===== src/rtl/sync_fifo.sv =====
`default_nettype none
// ============================================================================
// sync_fifo : single-clock FIFO, normal or show-ahead read, level flags
// Revision  : 1.0
// ============================================================================
module sync_fifo #(
  parameter int DATA_WIDTH         = 32,
  parameter int ADDR_WIDTH         = 4,
  parameter bit SHOWAHEAD          = 1'b0,
  parameter int ALMOST_FULL_LEVEL  = (2 ** ADDR_WIDTH) - 2,
  parameter int ALMOST_EMPTY_LEVEL = 2
) (
  input  logic                  clock,
  input  logic                  reset,
  input  logic [DATA_WIDTH-1:0] data,
  input  logic                  wrreq,
  output logic                  full,
  input  logic                  rdreq,
  output logic [DATA_WIDTH-1:0] q,
  output logic                  empty,
  output logic [ADDR_WIDTH:0]   usedw,
  output logic                  almost_full,
  output logic                  almost_empty,
  output logic                  overflow,
  output logic                  underflow
);

  localparam int                DEPTH   = 2 ** ADDR_WIDTH;
  localparam logic [ADDR_WIDTH:0] DEPTH_W = (ADDR_WIDTH + 1)'(DEPTH);
  localparam logic [ADDR_WIDTH:0] AF_W    = (ADDR_WIDTH + 1)'(ALMOST_FULL_LEVEL);
  localparam logic [ADDR_WIDTH:0] AE_W    = (ADDR_WIDTH + 1)'(ALMOST_EMPTY_LEVEL);
  localparam logic [ADDR_WIDTH:0] ONE_W   = (ADDR_WIDTH + 1)'(1);

  logic [DATA_WIDTH-1:0] mem [DEPTH];
  logic [ADDR_WIDTH-1:0] wr_ptr;
  logic [ADDR_WIDTH-1:0] rd_ptr;
  logic [ADDR_WIDTH-1:0] rd_ptr_nxt;
  logic                  wr_ok;
  logic                  rd_ok;

  assign full         = (usedw == DEPTH_W);
  assign empty        = (usedw == '0);
  assign almost_full  = (usedw >= AF_W);
  assign almost_empty = (usedw < AE_W);

  assign wr_ok      = wrreq & ~full;
  assign rd_ok      = rdreq & ~empty;
  assign rd_ptr_nxt = rd_ptr + 1'b1;

  always_ff @(posedge clock) begin
    if (reset) begin
      wr_ptr    <= '0;
      rd_ptr    <= '0;
      usedw     <= '0;
      overflow  <= 1'b0;
      underflow <= 1'b0;
    end else begin
      if (wr_ok) wr_ptr <= wr_ptr + 1'b1;
      if (rd_ok) rd_ptr <= rd_ptr_nxt;
      case ({wr_ok, rd_ok})
        2'b10:   usedw <= usedw + ONE_W;
        2'b01:   usedw <= usedw - ONE_W;
        default: usedw <= usedw;
      endcase
      overflow  <= wrreq & full;
      underflow <= rdreq & empty;
    end
  end

  // Storage is left uninitialised; reset only discards it via the pointers.
  always_ff @(posedge clock) begin
    if (wr_ok && !reset) mem[wr_ptr] <= data;
  end

  generate
    if (SHOWAHEAD) begin : g_showahead
      // q always holds the head; on a pop it prefetches the next entry, or
      // takes the incoming word directly when that word becomes the head.
      always_ff @(posedge clock) begin
        if (reset) begin
          q <= '0;
        end else if (rd_ok) begin
          if (usedw > ONE_W)  q <= mem[rd_ptr_nxt];
          else if (wr_ok)     q <= data;
        end else if (empty && wr_ok) begin
          q <= data;
        end
      end
    end else begin : g_normal
      always_ff @(posedge clock) begin
        if (reset)      q <= '0;
        else if (rd_ok) q <= mem[rd_ptr];
      end
    end
  endgenerate

endmodule
`default_nettype wire


===== config.mk =====
export PLATFORM = sky130hd
export DESIGN_NAME = sync_fifo
export DESIGN_NICKNAME = d
export VERILOG_FILES = /design/src/rtl/sync_fifo.sv
export SDC_FILE = /design/constraint.sdc
export NUM_CORES = 1
export LEC_CHECK = 0
export CAP_MARGIN = 30
export CORE_ASPECT_RATIO = 1.2
export CORE_MARGIN = 2
export CORE_UTILIZATION = 54
export CTS_BUF_LIST = sky130_fd_sc_hd__clkbuf_8
export DETAILED_ROUTE_END_ITERATION = 12
export GPL_ROUTABILITY_DRIVEN = 0
export PLACE_DENSITY_LB_ADDON = 0.15
export SYNTH_ARGS = -nofsm -noshare
export SYNTH_HDL_FRONTEND = slang
export SYNTH_SLANG_ARGS = --single-unit

===== constraint.sdc =====
create_clock -name clock -period 6.5 [get_ports clock]
set_input_delay 1.95 -clock clock [delete_from_list [all_inputs] [get_ports clock]]
set_output_delay 1.95 -clock clock [all_outputs]
set_load 0.01 [all_outputs]

* Yosys cells after proc, flatten, opt, wreduce, memory -nomap -nowiden
Memories as Yosys holds them, arrays and structs flattened. A register that Yosys moved wholly into a read port is not among the register bits.
Index checks and enable logic that the tools add are counted.
** Word-level totals
- Memories :: 1
- Memory bits (writable) :: 512
- Output and inout port bits :: 43
- Bits in registers :: 15
** Operators by class
- Magnitude comparators :: 2
- Bitwise operators :: 6
- Muxes and demuxes :: 3
- Reductions and logical operators :: 4
- $add $sub $neg :: 4
- Equality and inequality tests :: 3
** Memory list
- mem :: words 16, width 32, rd ports 1, clocked after Yosys merged registers in 1, write ports 1, RTL line 34 : logic [DATA_WIDTH-1:0] mem [DEPTH];
** Operators by type and width (number)
- $pmux W5 S2 :: 1
- $add A4 B1 Y4 const B :: 2
- $add A5 B1 Y5 const B :: 1
- $eq A5 B5 Y1 const B :: 1
- $ge A5 B4 Y1 const B :: 1
- $logic_not A5 Y1 :: 1
- $lt A5 B2 Y1 const B :: 1
- $sub A5 B1 Y5 const B :: 1
- $and A1 B1 Y1 :: 4
- $eq A2 B1 Y1 const B :: 1
- $eq A2 B2 Y1 const B :: 1
- $mux W1 :: 2
- $not A1 Y1 :: 2
- $reduce_bool A2 Y1 :: 1
- $logic_and A1 B1 Y1 :: 1
- $logic_not A1 Y1 :: 1

* Longest topological paths before layout
- Depth in word-level cells :: 6
- Mapped depth :: 12
- Mapped depth without buffers :: 11

* Worst setup path after synthesis
Ideal clock, no wire load.
- Path type :: in2reg
- From :: input wrreq
- To :: memory mem[3][0] (enable)
- Data required time :: 6.039 ns
- Cell stages on the path :: 6
- Path slack :: 1.123 ns
- Data arrival time :: 4.916 ns
- Cells stage by stage :: inv_1 -> a31oi_1 -> inv_1 -> nor2_1 -> nand2_1 -> nor3_1
** On the way
- Longest elaborated chain between the ends :: 4
** Ends and longest elaborated chain
- start, declared :: RTL line 16 : input logic wrreq,
- $and A1 B1 Y1 :: RTL line 46 : assign wr_ok = wrreq & ~full;
- $logic_and A1 B1 Y1 :: RTL line 72 : if (wr_ok && !reset) mem[wr_ptr] <= data;
- $mux W1 :: RTL line 72
- $mux W1 (implied by the code) :: RTL line 72
- end, declared :: RTL line 34
Every way passes these cells.

* Final worst setup path
- From :: input wrreq
- To :: register usedw[4]
** On the way
- Longest elaborated chain between the ends :: 3
- Elaborated cells on any way between the ends :: 5
- Those cells by class :: 2 x eq/ne; 1 x mux; 1 x bitwise; 1 x reduce/logical
** Ends and longest elaborated chain
- $and A1 B1 Y1 (*) :: RTL line 46
- $eq A2 B1 Y1 / $eq A2 B2 Y1 (equally long branches) :: RTL line 60 : case ({wr_ok, rd_ok})
- $pmux W5 S2 / $reduce_bool A2 Y1 (equally long branches)
- end signal, assigned :: RTL line 61 : 2'b10: usedw <= usedw + ONE_W;
- end signal, assigned :: RTL line 62 : 2'b01: usedw <= usedw - ONE_W;
- end signal, assigned :: RTL line 63 : default: usedw <= usedw;
- end, declared :: RTL line 21 : output logic [ADDR_WIDTH:0] usedw,
Every way passes the cells marked *; elsewhere a longest branch is shown, timed or not.
A chain may end at the register's enable or synchronous reset.

==> results by group <==
Synthesis
  – Post-Synthesis Cells: 968
  – #FFs+latches synth: 559
  – Syn_area_per_cell: 22.0 um2
  – Register area share after synthesis: 76.5%
  – Mapped cell area: 0.0213 mm2
  – Syn nets: 1014
  – Ys flop type: edfxtp_1
  – Synth Warn #: 0
  – Synth unique cells: 44
  – Async set or reset register ratio after synthesis: 0%
  – EDFF count, synth: 512

STA
  – Skew final: 29.1 ps
  – Total Neg Setup Slack: 0 ps
  – Final Hold Fails: 0
  – Fin crit share: 65.2%
  – Unrepaired setup endpoints after global routing: no
  – Max transition margin: 40.7%
  – Max-slew violation count: 0
  – Highest clock rate: 236 MHz
  – Slew @ Worst Pin: 890 ps
  – # setup viols final: 0
  – Min cycle time layout: 4240 ps
  – Hold WS: 493 ps

Floorplanning
  – Die Ht: 222 um
  – Die span in x: 185 um
  – Full die area: 0.0411 mm2
  – # rows: 79
  – Initial Util: 54.9%
  – IO Pins: 79
  – Core area: 0.0388 mm2

Clock tree
  – H-tree depth: 3
  – CTS Buf Count: 84
  – Clk_lat worst skew: 640 ps
  – CTS tree: yes
  – Hold-fix buffers at CTS: 0
  – Post-cts gate resize count: 0
  – Clock sinks: 559
  – Clock buffer depth: 3
  – Clk slew on worst S/H paths: 60 ps
  – Postcts setup bufs: 0
  – Clk Tree Root Cell: clkbuf_8

Global route
  – Initial antenna violation count: 0
  – Total congestion overflow: 0
  – Number of global-route vias before repair: 10175
  – Total track usage: 21.8%
  – First-pass GRT wire length: 64500 um
  – Pin count of the biggest net entering global routing: 65

Detailed routing
  – Vias: 9956
  – Post-Route WL: 42900 um
  – Initial DRC count: 946
  – TritonRoute pass-1 iters: 5
  – Vias/cell: 5.87
  – # DRC: 0
  – Post-route ant nets: 0
  – Wire per inst: 25.3 um

Setup path
  – Crit path capture type: register
  – Crit path from: wrreq
  – Crit Path Max Fanout: 5
  – Crit path to: usedw[4]
  – Reg2reg path depth: 10
  – WP data required: 7010 ps
  – Reg2reg setup slack: 3360 ps
  – WP data arrival: 4750 ps
  – CP Class: in -> reg
  – Crit Reg-Reg Endpoint: usedw[4]
  – Startpoint types: input port
  – Critical R2R Launch: usedw[0]

Power and ir drop
  – Pwr dens: 339 mW/mm2
  – Static leakage: 7.59 nW
  – VDD IR max: 0.000300 V

Layout
  – Post-layout nets: 1152
  – Antenna Cells: 0
  – Share of cells above drive strength 1: 28.7%
  – Post-route cell area: 0.0245 mm2
  – Area grow syn2layout: 14.6%
  – Final Non-Filler Cells: 1697

Run status
  – Status: completed

Place
  – Placed Instances: 1546
  – Port-buffer cells: 78
  – DP Wirelength: 24900 um
  – Post-DP Area: 0.0229 mm2

Run
  – MaxCap Viol Count: 0

Min path
  – Hold Crit Class: reg -> reg
==> registers in the layout (all words and copies together) (netlist names) <==
| signal | cells |
|---|---|
| rd_ptr | 4 |
| overflow | 1 |
| q | 32 |
| underflow | 1 |
| mem | 512 |
| usedw | 5 |
| wr_ptr | 4 |
==> how the worst min path moves through the flow <==
stage | from | end | slack [ps] | cells past startpoint
global placement | q[25] | q[25] | 470 | 2
floorplan | wr_ptr[1] | wr_ptr[1] | 480 | 2
finish | q[25] | q[25] | 490 | 2
detailed placement | q[25] | q[25] | 480 | 2
CTS | q[25] | q[25] | 500 | 2
global route | q[21] | q[21] | 530 | 2
==> layout make-up <==
class,instances,area (um2)
Inverter,11,43.8
Sequential cell,559,16300
Fill cell,2670,14400
Multi-Input combinational cell,347,4770
Clock buffer,92,1270
Timing Repair Buffer,103,1100
Tap cell,526,658
Clock inverter,59,290
==> critical path: stages <==
cell	delay, ps
clkdlybuf4s50_1	450
inv_1	50
a31oi_1	350
inv_1	180
ha_1	290
ha_1	330
nor2b_1	160
o21ai_0	190
a21oi_1	90
or3b_2	440
mux2_2	270
==> Yosys cell counts (10+ instances only) <==
| cell type | count | area share, % |
|---|---|---|
| mux2i_1 | 33 | 1.5 |
| a22oi_1 | 15 | 0.53 |
| nand2_1 | 11 | 0.19 |
| nor2_1 | 25 | 0.44 |
| mux4_2 | 128 | 14 |
| dfxtp_1 | 47 | 4.4 |
| buf_2 | 11 | 0.26 |
| edfxtp_1 | 512 | 72 |
| mux2_2 | 33 | 1.7 |
| a22oi_2 | 17 | 1.0 |
| inv_1 | 10 | 0.18 |
| clkbuf_1 | 14 | 0.25 |
| o21ai_1 | 30 | 0.70 |
==> metal layers <==
metal | GRT usage [%] | share of wire (%) | routed length (um) | vias up
li1 | - | - | - | 4320
met1 | 32.3 | 43 | 18400 | 5227
met2 | 33.3 | 48 | 20700 | 339
met3 | 4.06 | 6.9 | 2970 | 70
met4 | 7.04 | 1.9 | 836 | 0
met5 | 0 | 0 | 0 | -
==> cells by family (layout without fill, tap and decap cells) <==
logic type | Yosys count | in the layout | share of synthesized area (%)
buf+inv | 62 | 265 | 1.74
simple gates | 59 | 59 | 1.41
compound gates | 77 | 77 | 2.69
xor+xnor | 7 | 7 | 0.287
mux | 194 | 194 | 16.8
fa+ha+maj | 10 | 10 | 0.622
flops | 559 | 559 | 76.5
==> stage by stage <==
| stage | util [%] | worst slack (ps) | total power [W] |
|---|---|---|---|
| 4_1_cts | 63.0 | 2280 | 0.00839 |
| 3_5_place_dp | 58.9 | 1590 | 0.00573 |
| 5_1_grt | 63.0 | 2000 | 0.00866 |
| 6_report | 63.0 | 2260 | 0.00828 |
| 2_1_floorplan | - | 1120 | 0.00521 |
| 3_3_place_gp | 58.5 | 1490 | 0.00572 |
==> power breakdown <==
part           internal (W)  switching [W]  total [W]
Combinational      0.000733       0.000674    0.00141
Sequential          0.00407       0.000155    0.00422
Clock               0.00135        0.00130    0.00265
==> cells in the final DEF, fill, tap and decap left out, types with 4 or more instances in the layout <==
cell and instances:
edfxtp_1 512, mux4_2 128, clkbuf_8 92, clkdlybuf4s50_1 78
inv_1 46, dfxtp_1 44, mux2i_1 33, mux2_2 33
o21ai_1 30, a22oi_2 17, a22oi_1 15, buf_4 15
nor2_1 13, nor2_4 12, nand2_1 11, clkinv_1 10
ha_1 9, buf_12 9, a21oi_1 7, inv_6 5
clkinv_2 5, nor3_2 4, xor2_1 4
Power figures use the tool's default switching activity.
